--- src/rtl/ysyx_23060180_pkg.sv ---
// Shared types and constants for the ysyx_23060180 load/store unit.
// Holds the FSM state encoding, access-size codes and the default memory latency.
package ysyx_23060180_pkg;

    typedef enum logic [1:0] {
        ST_IDLE,
        ST_ISSUE,
        ST_WAIT,
        ST_RESP
    } lsu_state_e;

    localparam logic [1:0] SZ_B = 2'd0;
    localparam logic [1:0] SZ_H = 2'd1;
    localparam logic [1:0] SZ_W = 2'd2;

    localparam int unsigned MEM_LAT_DEF = 1;

    // Size code 3 is treated as a misaligned access so it shares the error path.
    function automatic logic is_misaligned(input logic [1:0] size, input logic [1:0] lane);
        case (size)
            SZ_B:    return 1'b0;
            SZ_H:    return lane[0];
            SZ_W:    return lane != 2'b00;
            default: return 1'b1;
        endcase
    endfunction

endpackage

--- src/rtl/ysyx_23060180_lsu_align.sv ---
// Combinational byte-lane logic: store data/mask placement and load lane
// selection with sign or zero extension.
module ysyx_23060180_lsu_align
    import ysyx_23060180_pkg::*;
(
    input  logic [1:0]  i_lane,
    input  logic [1:0]  i_size,
    input  logic        i_unsigned,
    input  logic [31:0] i_wdata,
    input  logic [31:0] i_rdata,
    output logic [31:0] o_wdata,
    output logic [3:0]  o_wmask,
    output logic [31:0] o_ldata
);

    logic [4:0]  w_shamt;
    logic [31:0] w_rshift;

    assign w_shamt  = {i_lane, 3'b000};
    assign w_rshift = i_rdata >> w_shamt;
    assign o_wdata  = i_wdata << w_shamt;

    // NOTE: every output gets a default first so no path through the case can infer a latch.
    always_comb begin
        o_wmask = 4'b1111;
        o_ldata = i_rdata;
        case (i_size)
            SZ_B: begin
                o_wmask = 4'b0001 << i_lane;
                o_ldata = i_unsigned ? {24'd0, w_rshift[7:0]}
                                     : {{24{w_rshift[7]}}, w_rshift[7:0]};
            end
            SZ_H: begin
                o_wmask = 4'b0011 << i_lane;
                o_ldata = i_unsigned ? {16'd0, w_rshift[15:0]}
                                     : {{16{w_rshift[15]}}, w_rshift[15:0]};
            end
            default: ;
        endcase
    end

endmodule

--- src/rtl/ysyx_23060180_lsu.sv ---
// Load/store unit: accepts one execute-stage request at a time, performs a
// single-beat memory access and returns a response held until accepted.
module ysyx_23060180_lsu
    import ysyx_23060180_pkg::*;
#(
    parameter int unsigned MEM_LAT = MEM_LAT_DEF
) (
    input  logic        clk,
    input  logic        rstn_in,
    input  logic        req_valid,
    output logic        req_ready,
    input  logic        req_wr,
    input  logic [1:0]  req_size,
    input  logic        req_unsigned,
    input  logic [31:0] req_addr,
    input  logic [31:0] req_wdata,
    input  logic [4:0]  req_rd,
    output logic        resp_valid,
    input  logic        resp_ready,
    output logic [31:0] resp_data,
    output logic [4:0]  resp_rd,
    output logic        resp_err,
    output logic        mem_rd,
    output logic [31:0] mem_raddr,
    input  logic [31:0] mem_rdata,
    output logic        mem_wr,
    output logic [31:0] mem_waddr,
    output logic [31:0] mem_wdata,
    output logic [3:0]  mem_wmask
);

    localparam logic [2:0] LAT_M1 = 3'(MEM_LAT - 1);

    lsu_state_e  r_state, w_next;
    logic        r_wr, r_unsigned, r_err;
    logic [1:0]  r_size;
    logic [31:0] r_addr, r_wdata, r_rdata;
    logic [4:0]  r_rd;
    logic [2:0]  r_cnt;

    logic        w_accept, w_misaligned, w_cnt_done, w_issue_rd, w_issue_wr;
    logic [31:0] w_st_data, w_ld_data;
    logic [3:0]  w_st_mask;

    assign w_accept     = (r_state == ST_IDLE) && req_valid;
    assign w_misaligned = is_misaligned(req_size, req_addr[1:0]);
    assign w_cnt_done   = (r_cnt == 3'd0);

    // NOTE: sequential state uses non-blocking assignments so all flops update together.
    always_ff @(posedge clk or negedge rstn_in) begin
        if (!rstn_in) r_state <= ST_IDLE;
        else          r_state <= w_next;
    end

    always_comb begin
        w_next = r_state;
        case (r_state)
            ST_IDLE:  if (req_valid) w_next = w_misaligned ? ST_RESP : ST_ISSUE;
            ST_ISSUE: w_next = r_wr ? ST_RESP : ST_WAIT;
            ST_WAIT:  if (w_cnt_done) w_next = ST_RESP;
            ST_RESP:  if (resp_ready) w_next = ST_IDLE;
            default:  w_next = ST_IDLE;
        endcase
    end

    // The latency counter is preloaded at acceptance and only runs in WAIT.
    always_ff @(posedge clk or negedge rstn_in) begin
        if (!rstn_in) begin
            r_wr       <= 1'b0;
            r_unsigned <= 1'b0;
            r_err      <= 1'b0;
            r_size     <= 2'd0;
            r_addr     <= '0;
            r_wdata    <= '0;
            r_rdata    <= '0;
            r_rd       <= '0;
            r_cnt      <= '0;
        end else if (w_accept) begin
            r_wr       <= req_wr;
            r_unsigned <= req_unsigned;
            r_err      <= w_misaligned;
            r_size     <= req_size;
            r_addr     <= req_addr;
            r_wdata    <= req_wdata;
            r_rdata    <= '0;
            r_rd       <= req_rd;
            r_cnt      <= LAT_M1;
        end else if (r_state == ST_WAIT) begin
            if (w_cnt_done) r_rdata <= w_ld_data;
            else            r_cnt   <= r_cnt - 3'd1;
        end
    end

    ysyx_23060180_lsu_align u_align (
        .i_lane     (r_addr[1:0]),
        .i_size     (r_size),
        .i_unsigned (r_unsigned),
        .i_wdata    (r_wdata),
        .i_rdata    (mem_rdata),
        .o_wdata    (w_st_data),
        .o_wmask    (w_st_mask),
        .o_ldata    (w_ld_data)
    );

    assign w_issue_rd = (r_state == ST_ISSUE) && !r_wr;
    assign w_issue_wr = (r_state == ST_ISSUE) && r_wr;

    assign req_ready  = (r_state == ST_IDLE);
    assign mem_rd     = w_issue_rd;
    assign mem_raddr  = w_issue_rd ? {r_addr[31:2], 2'b00} : '0;
    assign mem_wr     = w_issue_wr;
    assign mem_waddr  = w_issue_wr ? {r_addr[31:2], 2'b00} : '0;
    assign mem_wdata  = w_issue_wr ? w_st_data : '0;
    assign mem_wmask  = w_issue_wr ? w_st_mask : '0;

    // Stores and errored requests carry no destination register.
    assign resp_valid = (r_state == ST_RESP);
    assign resp_data  = r_rdata;
    assign resp_rd    = (r_wr || r_err) ? 5'd0 : r_rd;
    assign resp_err   = r_err;

endmodule

--- config.mk ---
export PLATFORM = sky130hd
export DESIGN_NAME = ysyx_23060180_lsu
export DESIGN_NICKNAME = d
export VERILOG_FILES = /design/src/rtl/ysyx_23060180_pkg.sv /design/src/rtl/ysyx_23060180_lsu_align.sv /design/src/rtl/ysyx_23060180_lsu.sv
export SDC_FILE = /design/constraint.sdc
export NUM_CORES = 1
export LEC_CHECK = 0
export ABC_AREA = 1
export CAP_MARGIN = 25
export CORE_MARGIN = 2
export CORE_UTILIZATION = 45
export DETAILED_ROUTE_END_ITERATION = 8
export MAX_ROUTING_LAYER = met4
export PLACE_DENSITY = 0.9
export SLEW_MARGIN = 20
export SYNTH_ARGS = -nofsm -noshare
export SYNTH_HDL_FRONTEND = slang
export SYNTH_SLANG_ARGS = --single-unit
export TNS_END_PERCENT = 1
--- constraint.sdc ---
create_clock -name clk -period 3.1 [get_ports clk]
set_input_delay 0.31 -clock clk [delete_from_list [all_inputs] [get_ports clk]]
set_output_delay 0.31 -clock clk [all_outputs]
set_load 0.005 [all_outputs]
# Word-level counts from Yosys, hierarchy flattened
# Cells that the tools add are included.
dict set report classes {
  n_addsub 1
  multipliers 0
  div_mod_pow 0
  n_lt_le_gt_ge 0
  eq_ne 10
  shift 4
  n_mux 22
  bitwise 0
  reduce_logical 15
}
# cell count
set ops {}
lappend ops {{two-way mux 32 bit} 8}
lappend ops {{one-hot mux 32 bit (2 select lines)} 1}
lappend ops {{left shift 32 x 5 -> 32 bit} 1}
lappend ops {{right shift 32 x 5 -> 16 bit} 1}
lappend ops {{two-way mux 3 bit} 3}
lappend ops {{two-way mux 2 bit} 4}
lappend ops {{one-hot mux 2 bit (4 select lines)} 1}
lappend ops {{one-hot mux 4 bit (2 select lines)} 1}
lappend ops {{== test 2 x 1 -> 1 bit, second input constant} 3}
lappend ops {{== test 2 bit, second input constant} 3}
lappend ops {{logical NOT 2 bit} 3}
lappend ops {{!= test 2 bit, second input constant} 3}
lappend ops {{nonzero test 2 bit} 3}
lappend ops {{two-way mux 5 bit} 1}
lappend ops {{two-way mux 4 bit} 1}
lappend ops {{AND reduction 2 bit} 2}
lappend ops {{left shift 1 x 2 -> 4 bit, first input constant} 1}
lappend ops {{left shift 2 x 2 -> 4 bit, first input constant} 1}
lappend ops {{logical AND 1 bit} 3}
lappend ops {{logical NOT 3 bit} 1}
lappend ops {{one-hot mux 1 bit (3 select lines)} 1}
lappend ops {{AND reduction 3 bit} 1}
lappend ops {{subtractor 3 x 1 -> 3 bit, second input constant} 1}
lappend ops {{!= test 2 x 1 -> 1 bit, second input constant} 1}
lappend ops {{other kinds (3)} 3}
dict set report totals {
  ff_bits 111
  latch_bits 0
  mem_bits_rw 0
  mem_bits_ro 0
  inputBits 109
  word_cells 62
  mem_count 0
}

# Depth between registers and ports, before layout
# Gate-level depths: netlist of the first run.
dict set report logic_depth {
  ltp_word 6
  depth_mapped 11
  mapped_depth_nobuf 10
}

# Cells and area by module
# A second synthesis of the first run with hierarchy kept.
dict set report hier_totals {
  hier_cells 935
  area_unflattened_um2 6452.4
}
# module instances cells_per_inst area_each_um2 seq_area_each_um2
set modules_own_cells {}
lappend modules_own_cells {ysyx_23060180_lsu 1 664 5128.7 2777.7}
lappend modules_own_cells {ysyx_23060180_lsu_align 1 271 1323.8 0.0}

# Least setup slack after synthesis of the first run
# OpenSTA, ideal clock, no wires.
dict set report synth_path {
  kind {register -> register}
  startpoint {register r_state[0]}
  endpoint {register r_rdata[21] (netlist: resp_data[21])}
  arrival_ns 1.571
  slack_ns 1.413
  path_stages_with_launch 11
  synth_period_minus_slack_ns 1.687
  cell_sequence {dfrtp_1 > inv_1 > ha_1 > nand2_2 > inv_2 > nor2_4 > inv_2 > clkbuf_1 > nor2_1 > nand2_1 > nand2_1}
}
dict set report synth_via {
  elab_chain_len 4
}
# element line
set synth_rtl {}
lappend synth_rtl {{start, declared} ysyx_23060180_lsu.sv:34} ;# lsu_state_e r_state, w_next;
lappend synth_rtl {{start signal, assigned} ysyx_23060180_lsu.sv:52} ;# else r_state <= w_next;
lappend synth_rtl {{logical NOT 2 bit *} -}
lappend synth_rtl {{net req_ready} ysyx_23060180_lsu.sv:11} ;# output logic req_ready,
lappend synth_rtl {{logical AND 1 bit *} ysyx_23060180_lsu.sv:45} ;# assign w_accept = (r_state == ST_IDLE) && req_valid;
lappend synth_rtl {{nonzero test 2 bit (no source line)} -}
lappend synth_rtl {{AND reduction 2 bit (no source line)} -}
lappend synth_rtl {{end signal, assigned} ysyx_23060180_lsu.sv:89} ;# if (w_cnt_done) r_rdata <= w_ld_data;
lappend synth_rtl {{end, declared} ysyx_23060180_lsu.sv:37} ;# logic [31:0] r_addr, r_wdata, r_rdata;
# The timed path passes the listed nets; every way through them passes the cells marked *.
# A chain may end at the register's enable or synchronous reset.

# Final worst setup path of the first run
dict set report layout_path {
  startpoint {register r_state[1]}
  endpoint {output port mem_wdata[15]}
}
dict set report layout_via {
  elab_chain_len 3
}
# element line
set layout_rtl {}
lappend layout_rtl {{== test 2 x 1 -> 1 bit} ysyx_23060180_lsu.sv:106} ;# assign w_issue_wr = (r_state == ST_ISSUE) && r_wr;
lappend layout_rtl {{logical AND 1 bit} ysyx_23060180_lsu.sv:106}
lappend layout_rtl {{two-way mux 32 bit} ysyx_23060180_lsu.sv:113} ;# assign mem_wdata = w_issue_wr ? w_st_data : '0;
lappend layout_rtl {{end, declared} ysyx_23060180_lsu.sv:28} ;# output logic [31:0] mem_wdata,
# Every way passes these cells.

==> results.md, run 1 <==
- Antenna-violating nets left: 0
- CTS tree: done
- F_max: ~360 MHz
- Crit Path Class: reg -> out
- Final-report max-slew violation count: 0
- IO buf count: around 250
- I/O pins: approximately 250
- Fin crit share: between 80% and 90%
- Register area share after synthesis: roughly 47%
- CP Launch Point: r_state[1]$_DFFE_PN0P_
- CP max FO: 10
- Row cnt: 41
- CP arrival: 2.44 ns
- CP Launch Type: register
- Reg2reg start: r_state[0]$_DFFE_PN0P_
- Post-Syn Instances: about 830
- Setup slack, reg-to-reg: 0.92 ns
- Crit. End Element: primary output
- Die area: 14,100 um2
- DIE WIDTH: approximately 120 um
- First-pass iteration count of the detailed router: 5
- Die Y: between 100 and 150 um
- Total CTS buffers: 9
- Cell taking the most area after synthesis: dfrtp_1
- Routed vias/inst: a little over 5
- Root Buffer: clkbuf_16
- GRT overflow: 0
- Placed insts: about 1,200
- Syn Area/Cell: between 7 and 8 um2
- Final setup TNS: 0 ns
- Power per Cell Area: about 850 nW/um2
- Antenna violations before repair: 0
- Clock transition at the registers of the reported paths: approximately 0.07 ns
- Run status: finished clean
- DR vias: 6,233
- Total power: 7.45 mW
- Most common cell after layout, fill and taps aside: nand2_1
- DR DRC count: 0
- Most frequent cells in the layout: nand2_1, clkdlybuf4s50_1, nor2_1, dfrtp_1, inv_1
- Wire per inst: between 15 and 20 um
- Sinks on Clock Net: roughly 110
- Number of DRC markers in iteration 0: approximately 550
- GPL Wtd Cong: roughly 0.96
- P_leak: 4.14 nW
- Post-synth cell types: 28
- Ys Warns: 0
- Layout cells sized above 1: between 4 and 5%
- Core Area: 12,700 um2
- First-pass GRT wire length: roughly 30 mm
- Clock Skew: about 0.0056 ns
- Hold crit path type: reg -> reg
- Area delta synth->final: 48.6%
- Mapped cell area: 5920 um2
- Slew of the pin with the lowest slew margin: between 0.6 and 0.7 ns
- Top cell type's share of synthesized area: a little under half
- Hold_sp: resp_data[31]$_DFFE_PN0P_
- Fin. Hold Viols: 0
- Gr usage total: 27.8%
- Total wire length: roughly 19 mm
- Clock Path Buffers: 2
- Non-Filler Instances: around 1,200
- HPWL Detailed: approximately 14 mm
- Total inserted antenna cells: 0
- Initial Util: between 40% and 50%
- Largest net degree at the start of global routing: 64
- CP required: between 2 and 3 ns
- Final setup vio count: 0
- VDD IR max: approximately 450 uV
- RSZ-0062 raised after global routing: no
- Fin Hold WS: around 0.48 ns
- Worst skew pair latency: 0.35 ns
- Vias in the first global route: ~5,900
- Synth top area cells: dfrtp_1, nand2_1, nor2_1, o21ai_0, inv_1
- Slew HR: a little under three fifths
- Max cap viols: 0
- H-tree depth: 3
- Final worst path period need: about 2.8 ns
- Flop and latch count out of synthesis: roughly 110
- Nets: around 1,200
cell usage after synthesis, drive strengths merged:
library cell / n
clkbuf: 25
or2: 2
o22ai: 11
nand2: 308
clkinv: 2
buf: 21
dfrtp: 111
o21ai: 83
mux2i: 1
ha: 7
nand3: 26
inv: 82
nor2: 123
a21oi: 8
conb: 1
o211ai: 7
a31oi: 3
a22oi: 13
flip-flops by register name, indices dropped and copies added, names as in the netlist:
name        cells
r_wdata        32
r_cnt           3
r_rd            5
r_state         2
resp_data      32
r_addr         32
r_unsigned      1
r_wr            1
r_size          2
resp_err        1
what timing repair did:
item / in CTS / in global routing
buffers inserted: 0 / 0
gates resized for setup: 0 / 0
endpoints found under the hold margin: 11 / 0
hold buffers: 1 / 0
kinds of logic (layout without fill, tap and decap cells):
family / Yosys count / in the layout / share of synthesized area (%)
fa+ha+maj: 7 / 7 / 1.48
compound gates: 125 / 125 / 11.7
flops: 111 / 111 / 46.9
simple gates: 459 / 459 / 30.6
other cells: 1 / 4 / 0.0633
buf+inv: 130 / 360 / 9.06
mux: 1 / 1 / 0.169
final timing paths:
kind,to,cells past startpoint
setup / recovery,mem_wdata[15],7
hold / removal,resp_data[31]$_DFFE_PN0P_,2
setup reg to reg,resp_data[23]$_DFFE_PN0P_,9
hold reg to reg,resp_data[31]$_DFFE_PN0P_,2
max in group asynchronous,r_cnt[0]$_DFFE_PN0P_,3
min in group asynchronous,resp_data[4]$_DFFE_PN0P_,2
cell type report:
type / count / area, um2
fill: 1100 / 3920
sequential: 111 / 2780
multi-input combinational: 596 / 2620
timing repair buffer: 260 / 2580
inverter: 84 / 315
clock buffer: 13 / 250
tap: 172 / 215
clock inverter: 3 / 42.5
per-stage QoR:
stage	util, %	setup WS, ns	cell area, um2
floorplan	-	1.41	5940
global placement	66.8	0.809	8500
detailed placement	66.8	0.775	8500
CTS	69.2	0.391	8800
global route	69.2	0.187	8800
finish	69.2	0.347	8800
layer usage:
layer	wire length [um]	track usage [%]	share of wire (%)	vias to the layer above
met2	9050	44.5	47	316
met5	0	-	0	-
met4	567	9.97	2.9	0
met3	1460	4.63	7.6	41
met1	8160	35.9	42	2842
li1	-	-	-	3034
report_power, final:
part           switching, mW  leakage (nW)  internal [mW]
Clock                  0.517         0.140          0.649
Combinational           2.22          2.60           1.62
Sequential             0.363          1.40           2.08
Total                   3.10          4.14           4.35
worst max-delay path, cell delays in order, from the launching register on:
cell and delay, ns:
dfrtp_1 0.42, inv_1 0.14, ha_1 0.20, nand2_2 0.07, inv_2 0.19, nand2_1 0.30, nor2_1 0.24, clkdlybuf4s50_1 0.53
Note: power is estimated with default switching activity, not from simulation.
==> run 2: changes to the inputs <==
--- a/config.mk
+++ b/config.mk
@@ -10,8 +10,11 @@
 export CORE_MARGIN = 2
 export CORE_UTILIZATION = 45
 export DETAILED_ROUTE_END_ITERATION = 8
+export GPL_ROUTABILITY_DRIVEN = 0
+export HOLD_SLACK_MARGIN = 0.15
 export MAX_ROUTING_LAYER = met4
 export PLACE_DENSITY = 0.9
+export SETUP_SLACK_MARGIN = 0.5
 export SLEW_MARGIN = 20
 export SYNTH_ARGS = -nofsm -noshare
 export SYNTH_HDL_FRONTEND = slang
==> run 2 against run 1 <==
  * Combinational power grew 2%
  * Global-route usage grew 0.42 points
  * Utilization is 0.50 points higher
  * Non-clock buffer count grew 3
  * Critical path type unchanged
  * Critical endpoint is now mem_wdata[23]
==> results.md, run 2 (same netlist as run 1, synthesis figures left out) <==
- Hold crit path type: reg -> reg
- Vias in the first global route: 6,109 (+2.9%)
- Sinks on Clock Net: 111 (unchanged)
- Slowest cell on crit path: dfrtp_1
- Critical-path cell list: inv_2 -> nor2_2 -> inv_2 -> nor2_1 -> o21ai_1 -> inv_1 -> clkdlybuf4s50_1
- Crit. End Element: primary output
- Row cnt: 41 (unchanged)
- Run status: finished clean
- IO buf count: 246 (unchanged)
- Clock transition at the registers of the reported paths: 0.07 ns (about the same)
- Core Util, Final: 69.7% (+0.50 points)
- WHS Path Cells: 2 (unchanged)
- Nets: 1,181 (+0.25%)
- CP max FO: 6 (-4)
- HPWL Detailed: 14.4 mm (+1.7%)
- Top cell by count, worst path: inv_2
- H-tree depth: 3 (unchanged)
- Worst r2r path cells: 9 (unchanged)
- First-pass GRT wire length: 31.0 mm (+1.9%)
- Final setup vio count: 0 (unchanged)
- F_max: 390 MHz (+7.4%)
- Antenna-violating nets left: 0 (unchanged)
- Final worst path period need: 2.56 ns (-0.189 ns)
- DIE WIDTH: 119 um (unchanged)
- Antenna violations before repair: 1 (+1)
- DR DRC count: 0 (unchanged)
- DR vias: 6,379 (+2.3%)
- Max cap viols: 0 (unchanged)
- Number of DRC markers in iteration 0: 660 (+21%)
- Largest net degree at the start of global routing: 65 (+1.6%)
- First-pass iteration count of the detailed router: 8 (+3)
- VDD IR max: 561 uV (+24%)
- Area delta synth->final: 49.7%
- Clock Skew: 0.00683 ns (+0.00119 ns)
- Total wire length: 19.5 mm (+1.2%)
- RSZ-0062 raised after global routing: yes
- Clock Path Buffers: 2 (unchanged)
- Wire per inst: 15.7 um (+0.90%)
- Slew HR: 58.5% (+1.4 points)
- Total CTS buffers: 9 (unchanged)
- Gr usage total: 28.3% (+0.42 points)
- Worst path max stage delay: 0.55 ns (+0.02 ns)
- Delay-heaviest family, CP: buffers and inverters
- Root Buffer: clkbuf_16
- Most frequent cells in the layout: nand2_1, clkdlybuf4s50_1, nor2_1, dfrtp_1, inv_1
- Initial Util: 46.6% (unchanged)
- I/O pins: 251 (unchanged)
- Final-report max-slew violation count: 0 (unchanged)
- Slew of the pin with the lowest slew margin: 0.622 ns (-0.0208 ns)
- Layout cells sized above 1: 5.61% (+1.1 points)
- CTS tree: done
- Final setup TNS: 0 ns (unchanged)
- Core Area: 12,700 um2 (unchanged)
- CP arrival: 2.25 ns (-0.19 ns)
- CP required: 2.79 ns (about the same)
- Die Y: 119 um (unchanged)
- Power per Cell Area: 847 nW/um2 (about the same)
- Stages on the worst setup path: 7 (unchanged)
- Die area: 14,100 um2 (unchanged)
- Fin. Hold Viols: 0 (unchanged)
- Buffers & Inverters on Critical Path: 4 (+1)
- GRT overflow: 0 (unchanged)
- Most common cell after layout, fill and taps aside: nand2_1
- Routed vias/inst: 5.13 (+2.0%)
- Fillers: 1,032 (-6.2%)
- Worst skew pair latency: 0.35 ns (about the same)
- P_leak: 4.16 nW (+0.56%)
- Crit Path Class: reg -> out
- Total power: 7.51 mW (+0.82%)
- Fin crit share: 82.7% (-6.1 points)
- CP Launch Type: register
==> run 2: final cells by class <==
| class | count | area, um2 | area share, % |
|---|---|---|---|
| multi-input combinational | 596 | 2640 | 29.8 |
| tap | 172 | 215 | 2.43 |
| timing repair buffer | 263 | 2630 | 29.6 |
| inverter | 84 | 318 | 3.58 |
| antenna | 1 | 2.50 | 0.0282 |
| sequential | 111 | 2780 | 31.3 |
| clock buffer | 10 | 239 | 2.69 |
| clock inverter | 6 | 43.8 | 0.494 |
==> run 2: worst paths after layout <==
kind | start | endpoint | slack, ns
min reg2reg | resp_data[0]$_DFFE_PN0P_ | resp_data[0]$_DFFE_PN0P_ | 0.48
min | resp_data[0]$_DFFE_PN0P_ | resp_data[0]$_DFFE_PN0P_ | 0.48
max in group asynchronous | rstn_in | r_addr[0]$_DFFE_PN0P_ | 1.82
max reg2reg | r_state[0]$_DFFE_PN0P_ | resp_data[30]$_DFFE_PN0P_ | 0.97
min in group asynchronous | rstn_in | resp_data[0]$_DFFE_PN0P_ | 0.52
max | r_addr[1]$_DFFE_PN0P_ | mem_wdata[23] | 0.54
==> run 2: through the flow <==
| stage | hold WS [ns] | instances | worst slack (ns) | area, um2 |
|---|---|---|---|---|
| after global routing | 0.498 | 1243 | 0.409 | 8870 |
| after global placement | 0.361 | 1222 | 0.659 | 8510 |
| after detailed placement | 0.357 | 1222 | 0.600 | 8510 |
| after CTS | 0.484 | 1241 | 0.447 | 8840 |
| final | 0.480 | 1243 | 0.537 | 8870 |
| after floorplan | 0.0144 | 837 | 1.41 | 5940 |
==> run 2: timing repair <==
action | CTS | global route
hold buffers | 1 | 0
buffers inserted | 2 | 1
pin swaps | 1 | 0
hold endpoints to repair | 47 | 0
resized for setup | 3 | 6
endpoints found under the setup margin | 36 | 74
==> run 2: report_power, final <==
| part | switching (mW) | internal (mW) |
|---|---|---|
| Sequential | 0.399 | 2.08 |
| Clock | 0.537 | 0.572 |
| Combinational | 2.24 | 1.69 |
| Total | 3.17 | 4.34 |
==> run 2: layer usage <==
metal,GRT usage (%),part of all wire [%],vias to the layer above
met5,-,0,-
met4,11.2,3.7,0
met3,5.89,8.1,60
met2,45.8,48,327
met1,34.7,40,2948
li1,-,-,3044
==> run 2: worst register-to-register path: cells and delay by family, from the launching register on <==
kind	cells	cell delay, ns
buffers and inverters	3	0.85
and+or+nand+nor	5	0.53
DFF	1	0.41
adders and majority gates	1	0.23
==> run 3: changes to the inputs <==
--- a/config.mk
+++ b/config.mk
@@ -8,12 +8,12 @@
 export ABC_AREA = 1
 export CAP_MARGIN = 25
 export CORE_MARGIN = 2
-export CORE_UTILIZATION = 45
+export CORE_UTILIZATION = 43
 export DETAILED_ROUTE_END_ITERATION = 8
 export GPL_ROUTABILITY_DRIVEN = 0
 export HOLD_SLACK_MARGIN = 0.15
 export MAX_ROUTING_LAYER = met4
-export PLACE_DENSITY = 0.9
+export PLACE_DENSITY = 0.87
 export SETUP_SLACK_MARGIN = 0.5
 export SLEW_MARGIN = 20
 export SYNTH_ARGS = -nofsm -noshare
==> constraint.sdc (replaced) <==
create_clock -name clk -period 2.55 [get_ports clk]
set_input_delay 0.255 -clock clk [delete_from_list [all_inputs] [get_ports clk]]
set_output_delay 0.255 -clock clk [all_outputs]
set_load 0.005 [all_outputs]
==> run 3 against run 2 <==
  * Utilization down 1.9 points
  * Via count up 1.3%
  * Design area grew 2.0%
  * Clock-buffer cell count is 2 higher
  * Clock skew down 0.0011 ns
  * Setup slack got worse by 0.30 ns
  * Sequential share of layout area shrank 0.60 points
  * Critical endpoint unchanged
  * Largest cell class unchanged
==> results.md, run 3 (same netlist as run 1, synthesis figures left out) <==
- Crit path to: mem_wdata[23]
- Slowest cell on crit path: clkdlybuf4s50_1
- Area delta synth->final: 52.8%
- Worst path max stage delay: 0.48 ns (-0.07 ns)
- CP max FO: 18 (+12)
- Reg2reg start: r_state[0]$_DFFE_PN0P_
- Fin. Hold Viols: 0 (unchanged)
- GRT overflow: 0 (unchanged)
- Total CTS buffers: 9 (unchanged)
- HPWL Detailed: 13.7 mm (-4.9%)
- Layout cells sized above 1: 7.47% (+1.9 points)
- Power per Cell Area: 1040 nW/um2 (+23%)
- Antenna-violating nets left: 0 (unchanged)
- F_max: 433 MHz
- Die Y: 121 um (+2.2%)
- Max cap viols: 0 (unchanged)
- Initial Util: 44.4% (-2.2 points)
- Fin crit share: roughly nine tenths
- CP Launch Type: register
- Antenna violations before repair: 0 (-1)
- CTS tree: done
- Worst skew pair latency: 0.35 ns (about the same)
- Row cnt: 42 (+2.4%)
- Gr usage total: 27.0% (-1.3 points)
- Non-Filler Instances: 1,260 (+1.4%)
- Wire per inst: 15.4 um (-1.4%)
- Crit Reg-Reg Endpoint: resp_data[31]$_DFFE_PN0P_
- Clock transition at the registers of the reported paths: 0.07 ns (about the same)
- Critical-path cell list: buf_6 -> nor2_4 -> buf_6 -> inv_2 -> o22ai_2 -> o21ai_1 -> inv_1 -> clkdlybuf4s50_1
- P_leak: 4.45 nW (+6.8%)
- Root Buffer: clkbuf_16
- H-tree depth: 3 (unchanged)
- CP required: 2.30 ns (-0.49 ns)
- IO buf count: 246 (unchanged)
- VDD IR max: 693 uV (+23%)
- Nets: 1,195 (+1.2%)
- Setup slack, reg-to-reg: 0.53 ns (-0.44 ns)
- Slew HR: 57.8% (-0.70 points)
- Setup ws final: 0.239 ns (-0.297 ns)
- Routed vias/inst: 5.13 (about the same)
- Total power: 9.44 mW (+26%)
- Final worst path period need: 2.31 ns
- Clock Path Buffers: 2 (unchanged)
- I/O pins: 251 (unchanged)
- Most frequent cells in the layout: nand2_1, clkdlybuf4s50_1, nor2_1, dfrtp_1, inv_1
- RSZ-0062 raised after global routing: yes
- Sinks on Clock Net: 111 (unchanged)
- DR DRC count: 0 (unchanged)
- Clock Skew: 0.00573 ns (-0.00110 ns)
- Final setup vio count: 0 (unchanged)
- Final-report max-slew violation count: 0 (unchanged)
- Slew of the pin with the lowest slew margin: 0.632 ns (+0.0105 ns)
- Vias in the first global route: 6,178 (+1.1%)
- Final setup TNS: 0 ns (unchanged)
- Hold crit path type: in -> reg
- Most common cell after layout, fill and taps aside: nand2_1
- Core Area: 13,300 um2 (+4.9%)
- Number of DRC markers in iteration 0: 622 (-5.8%)
- Worst r2r path cells: 10 (+1)
- DR vias: 6,465 (+1.3%)
- CP arrival: 2.06 ns (-0.19 ns)
- Placed Instance Area: 8540 um2 (+0.29%)
- Top cell by count, worst path: buf_6
- CP Launch Point: r_addr[0]$_DFFE_PN0P_
- First-pass GRT wire length: 30.3 mm (-2.1%)
- Crit Path Class: reg -> out
- Cell area after layout: 9050 um2 (+2.0%)
- Core Util, Final: 67.8% (-1.9 points)
- Placed insts: 1,229 (+0.57%)
- Run status: finished clean
- Die area: 14,700 um2 (+4.5%)
- Pre-CTS WS: 0.221 ns (-0.379 ns)
- Largest net degree at the start of global routing: 117 (+80%)
- Total wire length: 19.5 mm (about the same)
- Total inserted antenna cells: 0 (-1)
- First-pass iteration count of the detailed router: 7 (-1)
- Fin Hold WS: 0.435 ns (-0.0450 ns)
- Hold_sp: req_wdata[26]
- Crit. End Element: primary output
- DIE WIDTH: 121 um (+2.2%)
==> run 3: how the worst min path moves through the flow <==
stage                                to  depth (start not counted)  slack, ns
4_1_cts         r_wdata[11]$_DFFE_PN0P_                          3       0.42
5_1_grt         r_wdata[20]$_DFFE_PN0P_                          3       0.44
2_1_floorplan     r_addr[0]$_DFFE_PN0P_                          0      -0.04
6_report        r_wdata[26]$_DFFE_PN0P_                          3       0.44
3_3_place_gp   resp_data[1]$_DFFE_PN0P_                          2       0.38
3_5_place_dp   resp_data[1]$_DFFE_PN0P_                          2       0.38
==> run 3: worst max-delay path, delay by kind of cell (launching register included) <==
family | cells | cell delay (ns)
AO/OA/AOI/OAI | 2 | 0.23
flip-flops | 1 | 0.44
buffers and inverters | 5 | 0.92
AND/OR/NAND/NOR | 1 | 0.12
==> run 3: area by class of cell <==
type                       count  area (um2)
sequential                   111        2780
timing repair buffer         276        2710
timing repair inverter         1        7.51
fill                        1109        4300
tap                          176         220
inverter                      84         324
clock inverter                 4        51.3
multi-input combinational    596        2690
clock buffer                  12         267
==> run 3: what timing repair did <==
action | CTS | global route
endpoints found under the setup margin | 98 | 122
pin swaps | 2 | 1
gates cloned | 1 | 0
resized for setup | 65 | 3
buffers inserted | 12 | 1
hold endpoints to repair | 111 | 0
hold buffers | 1 | 0
==> run 3: layer usage <==
layer	GRT usage [%]	vias up	share of wire, %
li1	-	3066	-
met1	33.4	3013	40
met2	43.8	348	48
met3	6.72	38	9.0
met4	8.41	0	2.6
met5	-	-	0
==> run 3: power by group <==
group	leakage (nW)	internal (mW)	switching, mW	total (mW)
clock network	0.155	0.845	0.641	1.49
registers	1.40	2.53	0.455	2.99
logic	2.90	2.14	2.83	4.96
total	4.45	5.52	3.92	9.44
